==> config.mk <==
export PLATFORM = sky130hd
export DESIGN_NAME = alu_seq
export DESIGN_NICKNAME = d
export VERILOG_FILES = /design/src/rtl/alu_seq.sv
export SDC_FILE = /design/constraint.sdc
export NUM_CORES = 1
export LEC_CHECK = 0
export ABC_AREA = 0
export CORE_MARGIN = 2
export CORE_UTILIZATION = 40
export CTS_CLUSTER_DIAMETER = 30
export CTS_CLUSTER_SIZE = 40
export DETAILED_ROUTE_END_ITERATION = 6
export GPL_ROUTABILITY_DRIVEN = 0
export GPL_TIMING_DRIVEN = 0
export PLACE_DENSITY_LB_ADDON = 0.2
export SYNTH_ARGS = -nofsm -noshare
export SYNTH_HDL_FRONTEND = slang
export SYNTH_SLANG_ARGS = --single-unit
==> constraint.sdc <==
create_clock -name clk -period 9.4 [get_ports clk]
set_clock_uncertainty 0.05 [all_clocks]
set_input_delay 1.88 -clock clk [delete_from_list [all_inputs] [get_ports clk]]
set_output_delay 1.88 -clock clk [all_outputs]
set_load 0.05 [all_outputs]
==> src/rtl/alu_seq.sv <==
// Registered ALU with AVR-style SREG flags, carry-chained ADC/SBC and a
// shift-add unsigned multiplier; one operation per start/done handshake.
module alu_seq #(
    parameter int DATA_WIDTH = 8,
    parameter bit MUL_ENABLE = 1'b1
) (
    input  logic                  clk,
    input  logic                  rst_n,
    input  logic                  start,
    input  logic [7:0]            opsel,
    input  logic [DATA_WIDTH-1:0] rd,
    input  logic [DATA_WIDTH-1:0] rr,
    input  logic [7:0]            flags_in,
    output logic                  busy,
    output logic                  done,
    output logic [DATA_WIDTH-1:0] out,
    output logic [DATA_WIDTH-1:0] out_hi,
    output logic [7:0]            flags_out,
    output logic                  illegal
);
    localparam int W  = DATA_WIDTH;
    localparam int M  = W - 1;
    localparam int CW = $clog2(W);
    localparam logic [CW-1:0] CNT_LAST = CW'(W - 1);

    localparam logic [7:0] OP_NONE = 8'h00;
    localparam logic [7:0] OP_ADD  = 8'h01;
    localparam logic [7:0] OP_ADC  = 8'h02;
    localparam logic [7:0] OP_SUB  = 8'h03;
    localparam logic [7:0] OP_SBC  = 8'h04;
    localparam logic [7:0] OP_AND  = 8'h05;
    localparam logic [7:0] OP_OR   = 8'h06;
    localparam logic [7:0] OP_XOR  = 8'h07;
    localparam logic [7:0] OP_NEG  = 8'h08;
    localparam logic [7:0] OP_MUL  = 8'h09;

    localparam int FC = 0;
    localparam int FZ = 1;
    localparam int FN = 2;
    localparam int FV = 3;
    localparam int FS = 4;
    localparam int FH = 5;

    typedef enum logic [1:0] {
        S_IDLE = 2'd0,
        S_EXEC = 2'd1,
        S_MUL  = 2'd2
    } state_t;

    state_t state, state_nx;

    logic [7:0]     op_q;
    logic [W-1:0]   rd_q, rr_q;
    logic [7:0]     fl_q;
    logic [2*W-1:0] prod, mul_nx;
    logic [W:0]     mul_sum;
    logic [CW-1:0]  cnt;

    logic           carry_in;
    logic [W:0]     rd_x, rr_x, add_ext, sub_ext;
    logic [W-1:0]   add_res, sub_res;
    logic           add_v, sub_v, add_h, sub_h;

    logic [W-1:0]   res, res_hi;
    logic [7:0]     fl_nx;
    logic           ill;

    // Handshake: start is sampled only in IDLE; busy covers EXEC and MUL;
    // done pulses for one cycle with busy already low, so a start in that
    // same cycle is accepted and operations can run back to back.
    always_ff @(posedge clk or negedge rst_n) begin
        if (!rst_n) state <= S_IDLE;
        else        state <= state_nx;
    end

    always_comb begin
        state_nx = state;
        case (state)
            S_IDLE: if (start) state_nx = (opsel == OP_MUL && MUL_ENABLE) ? S_MUL : S_EXEC;
            S_MUL:  if (cnt == CNT_LAST) state_nx = S_EXEC;
            S_EXEC: state_nx = S_IDLE;
            default: state_nx = S_IDLE;
        endcase
    end

    assign busy = (state != S_IDLE);

    // One shift-add step: add rd into the upper half when the current
    // multiplier LSB is set, then shift the whole product right.
    assign mul_sum = {1'b0, prod[2*W-1:W]} + (prod[0] ? {1'b0, rd_q} : {(W+1){1'b0}});
    assign mul_nx  = {mul_sum, prod[W-1:1]};

    assign carry_in = fl_q[FC] & ((op_q == OP_ADC) | (op_q == OP_SBC));
    assign rd_x     = {1'b0, rd_q};
    assign rr_x     = {1'b0, rr_q};
    assign add_ext  = rd_x + rr_x + {{W{1'b0}}, carry_in};
    assign sub_ext  = rd_x - rr_x - {{W{1'b0}}, carry_in};
    assign add_res  = add_ext[W-1:0];
    assign sub_res  = sub_ext[W-1:0];
    // Bit 4 of operand ^ operand ^ result recovers the carry/borrow out of bit 3.
    assign add_h    = rd_x[4] ^ rr_x[4] ^ add_ext[4];
    assign sub_h    = rd_x[4] ^ rr_x[4] ^ sub_ext[4];
    assign add_v    = (rd_q[M] == rr_q[M]) & (add_res[M] != rd_q[M]);
    assign sub_v    = (rd_q[M] != rr_q[M]) & (sub_res[M] == rr_q[M]);

    always_comb begin
        res    = '0;
        res_hi = '0;
        ill    = 1'b0;
        fl_nx  = fl_q;
        case (op_q)
            OP_NONE: res = rr_q;
            OP_ADD, OP_ADC: begin
                res       = add_res;
                fl_nx[FC] = add_ext[W];
                fl_nx[FH] = add_h;
                fl_nx[FV] = add_v;
            end
            OP_SUB, OP_SBC: begin
                res       = sub_res;
                fl_nx[FC] = sub_ext[W];
                fl_nx[FH] = sub_h;
                fl_nx[FV] = sub_v;
            end
            OP_AND: begin res = rd_q & rr_q; fl_nx[FV] = 1'b0; end
            OP_OR:  begin res = rd_q | rr_q; fl_nx[FV] = 1'b0; end
            OP_XOR: begin res = rd_q ^ rr_q; fl_nx[FV] = 1'b0; end
            OP_NEG: begin res = ~rd_q;       fl_nx[FV] = 1'b0; end
            OP_MUL: begin
                if (MUL_ENABLE) begin
                    {res_hi, res} = prod;
                    fl_nx[FC]     = prod[2*W-1];
                    fl_nx[FZ]     = (prod == '0);
                end else begin
                    ill = 1'b1;
                end
            end
            default: ill = 1'b1;
        endcase
        if (op_q >= OP_ADD && op_q <= OP_NEG) begin
            fl_nx[FN] = res[M];
            fl_nx[FS] = res[M] ^ fl_nx[FV];
            // ADC/SBC keep Z only if the lower words of the chain were zero too.
            fl_nx[FZ] = (res == '0) & (((op_q != OP_ADC) && (op_q != OP_SBC)) | fl_q[FZ]);
        end
    end

    always_ff @(posedge clk or negedge rst_n) begin
        if (!rst_n) begin
            op_q      <= '0;
            rd_q      <= '0;
            rr_q      <= '0;
            fl_q      <= '0;
            prod      <= '0;
            cnt       <= '0;
            out       <= '0;
            out_hi    <= '0;
            flags_out <= '0;
            done      <= 1'b0;
            illegal   <= 1'b0;
        end else begin
            done    <= 1'b0;
            illegal <= 1'b0;
            case (state)
                S_IDLE: begin
                    if (start) begin
                        op_q <= opsel;
                        rd_q <= rd;
                        rr_q <= rr;
                        fl_q <= flags_in;
                        prod <= {{W{1'b0}}, rr};
                        cnt  <= '0;
                    end
                end
                S_MUL: begin
                    prod <= mul_nx;
                    cnt  <= cnt + CW'(1);
                end
                S_EXEC: begin
                    out       <= res;
                    out_hi    <= res_hi;
                    flags_out <= fl_nx;
                    illegal   <= ill;
                    done      <= 1'b1;
                end
                default: ;
            endcase
        end
    end

endmodule

==> results of run 1 <==
[power groups by stage]
stage               clock [uW]  combinational (uW)  sequential, uW
floorplan                    0                 265             459
global placement             0                 431             424
detailed placement           0                 441             426
CTS                        381                 443             420
global route               397                 489             425
finish                     376                 447             420
[registers in the layout, summed over array words and instances (netlist names)]
register,cells
prod,16
fl_q,8
flags_out,8
op_q,8
out,8
out_hi,8
rd_q,8
rr_q,8
cnt,3
state,2
done,1
illegal,1
[through the flow]
step | area, um2 | std cells
floorplan | 5160 | 572
global placement | 5990 | 805
detailed placement | 6010 | 806
CTS | 6330 | 822
global route | 6330 | 822
finish | 6330 | 822
[routing by layer]
layer	wire, um	vias to the layer above	GRT usage
met2	6690	199	0.345
met3	1090	38	0.0489
met1	6650	2187	0.304
li1	-	2151	-
met4	519	0	0.0986
met5	0	-	0
[cells in the mapped netlist, types with 2 or more instances]
| cell type | number |
|---|---|
| nand2b_1 | 9 |
| o31ai_1 | 2 |
| nor3_1 | 4 |
| o21ai_0 | 64 |
| a22oi_1 | 8 |
| and2_1 | 11 |
| dfrtp_1 | 79 |
| mux2i_1 | 20 |
| fa_1 | 5 |
| a22o_1 | 5 |
| o2111ai_1 | 3 |
| o21bai_1 | 5 |
| or3_1 | 3 |
| o21a_1 | 3 |
| nand3b_1 | 2 |
| inv_1 | 39 |
| xor2_1 | 7 |
| xnor2_1 | 12 |
| ha_1 | 40 |
| buf_2 | 7 |
| mux2_2 | 14 |
| nor2_1 | 25 |
| and3_1 | 5 |
| a21oi_1 | 25 |
| nand3_1 | 15 |
| o32ai_1 | 2 |
| o211ai_1 | 3 |
| clkbuf_1 | 16 |
| a31oi_1 | 3 |
| a21o_1 | 3 |
| nor2b_1 | 5 |
| nor4_1 | 7 |
| nand4_1 | 3 |
| nand2_1 | 85 |
| a32oi_1 | 4 |
| buf_1 | 3 |
[layout make-up]
| cell class | count | area, um2 |
|---|---|---|
| Timing Repair Buffer | 62 | 636 |
| Clock inverter | 5 | 62.6 |
| Sequential cell | 79 | 1980 |
| Clock buffer | 11 | 253 |
| Tap cell | 172 | 215 |
| Buffer | 26 | 106 |
| Inverter | 40 | 150 |
| Fill cell | 1254 | 6290 |
| Multi-Input combinational cell | 427 | 2930 |
[worst max-delay path, stage by stage (launching register included)]
cell	delay (ns)
dfrtp_1	0.40
or4_1	0.52
buf_2	0.21
nor2_1	0.19
nand4b_1	0.18
inv_1	0.11
fa_1	0.43
inv_1	0.09
ha_1	0.13
o21ai_0	0.17
a211o_1	0.35
a311oi_2	0.39
nor2_1	0.07
a2111o_1	0.41
xor2_1	0.19
mux2i_1	0.13
o21ai_1	0.07
[cells by family after synthesis]
group | count (synthesis)
AO/OA/AOI/OAI | 144
XOR/XNOR | 19
adder cells (fa/ha/maj) | 45
buffers and inverters | 66
flip-flops | 79
multiplexers | 34
AND/OR/NAND/NOR | 185
[worst max-delay path by stage]
stage                   endpoint  cells past startpoint
floorplan           flags_out[4]                     16
global placement         rd_q[1]                      1
detailed placement  flags_out[4]                     16
CTS                 flags_out[4]                     16
global route        flags_out[4]                     15
finish              flags_out[4]                     16
==> impl_summary.md, run 1 <==
Clock tree
CTS placed an instance of clkbuf_16 at the clock tree root. Clock tree synthesis found a total of 79 sinks. In this run, CTS created clock tree buffers numbering 9. The total of cells resized after clock tree synthesis is 0. For the worst-skew pair, the clock arrives at the later sink with an insertion delay of 0.35 ns.

The CTS tree is built. Counting along the longest clock path gives a buffer depth of 2. The depth of the CTS H-tree is 3.

Post-CTS timing repair inserted 0 buffers for setup. The clock transition at the register clock pins on the worst setup and hold paths after CTS is 0.06 ns. The quantity of hold-fixing buffers added after cts is 0.

Routing
The initial detailed-routing violation count is 453. The detail route stage leaves a number of antenna-violating nets equal to 0. The per-cell via count in the routed design is 5.57. The post-detailed-routing wire length is 15000 um.

In the routed design, unresolved DRC markers number 0. The first detailed-routing pass took 5 iterations. Dividing the detail-routed wire length by the instance count gives 18.2 um. Across all layers, the routed design uses 4575 vias.

Die
In this run the count of I/O pins placed on the die edge is 62. After floorplanning, the core was sized to cover 0.0126 mm2. In this run the horizontal extent of the chip is 118 um.

The floorplan die area is 0.0138 mm2. The initial standard-cell utilization of the core is 0.409. The floorplan has 41 rows. The y dimension of the die is 118 um.

Global route
The first global-routing pass estimated 24200 um of wire. The largest net degree at the start of global routing is 52. For this run the aggregate overflow at the end of global routing stands at 0. The initial antenna violation count is 0.

The number of global-route vias before repair is 4529. The total routing usage reported by global routing is 0.224.

Status
The flow ran to the end, and the final reports show no timing, DRC or antenna violations.

Min path
The worst min-delay path category is reg2reg. The instance count along the most critical hold path is 2. The worst hold path startpoint is out_hi[1]. The path with the worst hold slack has its endpoint at out_hi[1].

Layout
Relative to the synthesized area, the layout overhead comes to 22.6%. Leaving out fill and tap cells, the most frequent cell in the layout is nand2_1. The layout cell share with drive strength beyond 1 is 0.0738. The count of nets after finishing is 725. For this run, the share of the core covered by cells in the final layout is 0.501. Leaving out fill and tap cells, the most frequent cells in the layout are nand2_1 (85), dfrtp_1 (79), o21ai_0 (64).

The number of antenna diodes in the final layout is 0.

Synth
The share of synthesized area in the top cell type comes to 0.383. For this run, the number of Yosys warnings is 0. In this run, distinct cell masters in the synthesized netlist total 62. In the post-synthesis netlist, the biggest area contributors are dfrtp_1 (38%), ha_1 (9.7%), o21ai_0 (6.2%). In this run, synthesis produced a sequential element count of 79. The proportion of synthesized area in mux cells is 0.0693.

The number of nets produced by synthesis is 652. The async set-or-reset flop fraction in the synthesized netlist is 1.00. Of the total synthesized cell area, the portion taken by full adders, half adders and majority gates is 0.116. The cell area after technology mapping is 0.00516 mm2. In this run, synthesis inferred 0 flip-flops with an integrated enable. Dividing the synthesized area by the synthesized cell count gives 9.02 um2. The synthesized netlist cell count is 572. The largest area contributor in the synthesized netlist is dfrtp_1.

The synthesized-area fraction occupied by xor and xnor cells is 0.0322. The simple logic cell fraction of the synthesized area is 0.175. By area, the combinational part of the netlist is dominated by simple AND/OR/NAND/NOR gates.

Of the synthesized area, sequential elements account for 0.383. The synthesized-area fraction occupied by ao, oa, aoi and oai cells was 0.175. The leading register cell type out of synthesis is dfrtp_1.

Power and ir drop
Cell internal power was estimated by the tool at 776 uW. Of the total power, combinational logic draws 0.359. The analysis attributes to net switching a power of 466 uW.

The share of total power consumed by net switching is 0.375. Summing internal, switching and leakage power gives 1240 uW. For this design the ratio of total power to cell area is 196 mW/mm2. The part of the power in registers is 0.338. The reported leakage power is 0.00281 uW.

The worst voltage drop across the vdd grid is 0.0000928 V. The proportion of power drawn by the clock network is 0.303.

Place
The pre-CTS setup slack is 5.19 ns. The HPWL after detailed placement is 11500 um. During placement, the flow inserted port buffers numbering 61.

Worst setup path
The maximum net fanout on the critical path is 7. The startpoint identified for the worst register-to-register timing path is op_q[5]. At the worst endpoint, the required time is 9.57 ns. The worst setup path is of the reg2reg kind.

For the worst flop-to-flop path, the logic depth is 16. The launching element of the worst setup path is op_q[5]. The reg-to-reg setup timing slack is 5.17 ns. The worst setup path is captured at a flop.

The critical register-to-register path endpoint is flags_out[4]. The data arrival time at the worst-slack endpoint is 4.39 ns. The worst setup path is launched from a flop.

STA
The count of endpoints failing hold in the final timing report is 0. For this run, the top clock speed supported by timing is 0.236 GHz. The worst path needs 4.23 ns of the cycle, external delays included. In the finished design, the share of the clock period the worst path needs comes to 0.450. The measured slew at the worst slew-check pin is 1.04 ns. Headroom to the max-slew limit came out at 0.304. Setup violations remaining at the end of the flow were counted as 0.

After routing, the total negative slack on setup checks comes to 0 ns. Across all setup checks in the final design, the least slack found is 5.17 ns. On the final layout, the worst hold slack is 0.411 ns. The number of pins exceeding their max-slew limit in the final report is 0. Setup repair after global routing left no endpoint under its margin.

Run
The tool flagged a number of max-cap violations equal to 0.
(Power assumes the default switching activity.)
==> inputs of run 2 (changes only) <==
==> constraint.sdc (replaced) <==
create_clock -name clk -period 4.38 [get_ports clk]
set_clock_uncertainty 0.05 [all_clocks]
set_input_delay 0.876 -clock clk [delete_from_list [all_inputs] [get_ports clk]]
set_output_delay 0.876 -clock clk [all_outputs]
set_load 0.05 [all_outputs]
==> run 2 against run 1 <==
Clock power rose by 110%. Sequential power grew 110%. Flip-flop and latch count unchanged. Non-clock buffer count unchanged. Utilization up 0.15 points. Routed wire length increased by 0.88%. Global-route usage stayed put. Largest power group unchanged. Hold slack worse by 0.0046 ns.
==> impl_summary.md, run 2 (synthesis gave the netlist of run 1 again) <==
Status
Result of the run: complete, no violations (unchanged).

Worst setup path
The critical register-to-register path endpoint is flags_out[4] (unchanged). The reg-to-reg setup timing slack is 0.23 ns (was 5.17 ns). The maximum net fanout on the critical path is 7 (unchanged). Ordered list of cells on the worst path: or4_1, buf_2, nor2_1, nand4b_1, inv_1, fa_1, inv_1, ha_1, o21ai_1, a211o_1, a311oi_4, nor2_1, a2111o_1, xor2_1, mux2i_1, o21ai_1 (was or4_1, buf_2, nor2_1, nand4b_1, inv_1, fa_1, inv_1, ha_1, o21ai_0, a211o_1, a311oi_2, nor2_1, a2111o_1, xor2_1, mux2i_1, o21ai_1). The highest-delay cell along the critical path was or4_1 (unchanged). The maximum single-stage delay on the critical path came to 0.52 ns (about the same). The nature of the critical path endpoint is a flop (unchanged). The destination of the critical timing path is flags_out[4] (unchanged). The cell family contributing the most delay on the critical path is compound AO/OA/AOI/OAI gates (unchanged). The required time at the worst-slack endpoint came to 4.55 ns (was 9.57 ns).

The length in cells of the worst reg-to-reg path came to 16 (unchanged). The data arrival time at the worst-slack endpoint is 4.32 ns (was 4.39 ns). The logic depth of the worst setup path including buffers came to 16 (unchanged). The startpoint type of the worst setup path is a flop (unchanged).

The type of the worst setup path is reg2reg (unchanged). The launching element of the worst setup path is op_q[5] (unchanged). The startpoint of the worst-slack reg-to-reg timing path is op_q[5] (unchanged). The sum of buffers and inverters on the critical path is 3 (unchanged).

STA
The minimum clock period is 4.15 ns (was 4.23 ns). The number of pins exceeding their max-slew limit in the final report was 0 (unchanged). The measured slew at the worst slew-check pin is 1.02 ns (was 1.04 ns).

The headroom to the max-slew limit is 0.311 (was 0.304). The share of the cycle needed by the critical path after routing came to 0.948 (was 0.450). The maximum clock frequency is 0.241 GHz (was 0.236 GHz).

The final setup violation count is 0 (unchanged). The setup TNS came to 0 ns (unchanged). The count of endpoints failing hold in the final timing report is 0 (unchanged).

Die
The initial standard-cell utilization of the core is 0.409 (unchanged). The y dimension of the die is 118 um (unchanged). The boundary pin count is 62 (unchanged). The number of placement rows came to 41 (unchanged). The floorplan die area is 0.0138 mm2 (unchanged). The width of the die came to 118 um (unchanged).

The placeable core region is 0.0126 mm2 (unchanged).

Layout
The footprint of the flip-flops and latches was 0.00198 mm2 (unchanged). The leading cell type in the layout, fill and taps excluded is nand2_1 (unchanged). The diode insertion count for antenna repair was 0 (unchanged). The number of fillers in the final layout came to 1255 (was 1254). The area of combinational cells with multiple inputs was 0.00295 mm2 (was 0.00293 mm2). The final cell utilization of the core is 0.503 (was 0.501). The layout cell share with drive strength beyond 1 is 0.0754 (was 0.0738). The number of flip-flops in the largest register is 16 (unchanged). The register containing the most flip-flops in the final layout is prod (unchanged). Most frequent cells in the layout: nand2_1 (85), dfrtp_1 (79), o21ai_0 (63) (was nand2_1 (85), dfrtp_1 (79), o21ai_0 (64)).

The count of nets after finishing is 725 (unchanged). The relative area change from synthesis to final layout is 23.0% (was 22.6%).

Clock tree
The maximum clock path buffer count is 2 (unchanged). The depth of the CTS H-tree is 3 (unchanged). The CTS tree was built (unchanged).

The clock transition at the register clock pins on the worst setup and hold paths after CTS is 0.06 ns (about the same). The sink count of the clock tree came to 79 (unchanged). The root buffer cell was clkbuf_16 (unchanged).

The number of buffers created by CTS is 9 (unchanged). The latest clock arrival within the worst-skew pair is 0.35 ns (about the same). The total setup buffers inserted after CTS is 0 (unchanged).

Power and ir drop
The worst voltage drop across the vdd grid is 0.000199 V (was 0.0000928 V). The reported leakage power was 0.00281 uW (about the same). The power per cell area came to 424 mW/mm2 (was 196 mW/mm2).

Routing
The average wire per standard cell is 18.3 um (was 18.2 um). The DRC violation count after routing was 0 (unchanged). The remaining number of nets flagged by the antenna check after routing came to 0 (unchanged).

The post-detailed-routing wire length is 15100 um (was 15000 um). The number of search-and-repair iterations in the first detailed-routing pass came to 5 (unchanged). The initial detailed-routing violation count is 457 (was 453). The routed via count is 4581 (was 4575).

The per-cell via count in the routed design was 5.57 (about the same).

Global route
The total routing usage reported by global routing is 0.224 (unchanged). The wire length of the first global-routing pass came to 24200 um (unchanged). The largest net degree at the start of global routing is 52 (unchanged). The initial antenna violation count was 0 (unchanged). The number of global-route vias before repair came to 4529 (unchanged).

The sum of overflow across all layers after global routing is 0 (unchanged).

Place
The HPWL after detailed placement is 11500 um (unchanged). The count of buffers from port buffering is 61 (unchanged).

Min path
The worst min-delay path category is in2async (was reg2reg).

Run
The max-capacitance violation count is 0 (unchanged).
-- run 2: what timing repair did --
action                                  4_1_cts  5_1_grt
resized for setup                             0        4
hold endpoints to repair                      0        0
hold buffers                                  0        0
endpoints found under the setup margin        0        2
-- run 2: layout make-up --
| cell class | count | area share |
|---|---|---|
| Buffer | 26 | 0.0168 |
| Clock buffer | 11 | 0.0398 |
| Clock inverter | 5 | 0.00986 |
| Inverter | 40 | 0.0237 |
| Multi-Input combinational cell | 427 | 0.464 |
| Sequential cell | 79 | 0.312 |
| Tap cell | 172 | 0.0339 |
| Timing Repair Buffer | 62 | 0.100 |
-- run 2: power breakdown --
group          total [uW]  internal, uW  leakage [uW]  switching (uW)
clock network         808           477      0.000149             331
registers             901           815       0.00101            85.8
logic                 980           383       0.00166             597
-- run 2: per-layer routing --
layer,vias to the layer above,global-route usage,routed length (um)
li1,2150,-,-
met1,2175,0.304,6650
met2,216,0.345,6840
met3,40,0.0489,1100
met4,0,0.0986,493
met5,-,0,0
-- run 2: stage by stage --
stage / area (um2) / total power, uW / instances / hold WS [ns] / worst slack (ns)
floorplan: 5160 / 1550 / 572 / 0.385 / 0.676
global route: 6350 / 2840 / 822 / 0.432 / -0.00406
detailed placement: 6010 / 1860 / 806 / 0.405 / 0.174
global placement: 5990 / 1830 / 805 / 0.400 / -0.455
CTS: 6330 / 2670 / 822 / 0.415 / 0.158
finish: 6350 / 2690 / 822 / 0.407 / 0.227
-- run 2: worst min path at each step --
stage / start / to / depth (start not counted)
finish: rst_n / out_hi[2] / 1
floorplan: fl_q[6] / flags_out[6] / 2
detailed placement: out_hi[1] / out_hi[1] / 2
global placement: out_hi[3] / out_hi[3] / 2
CTS: rst_n / out_hi[1] / 1
global route: rst_n / out_hi[2] / 1
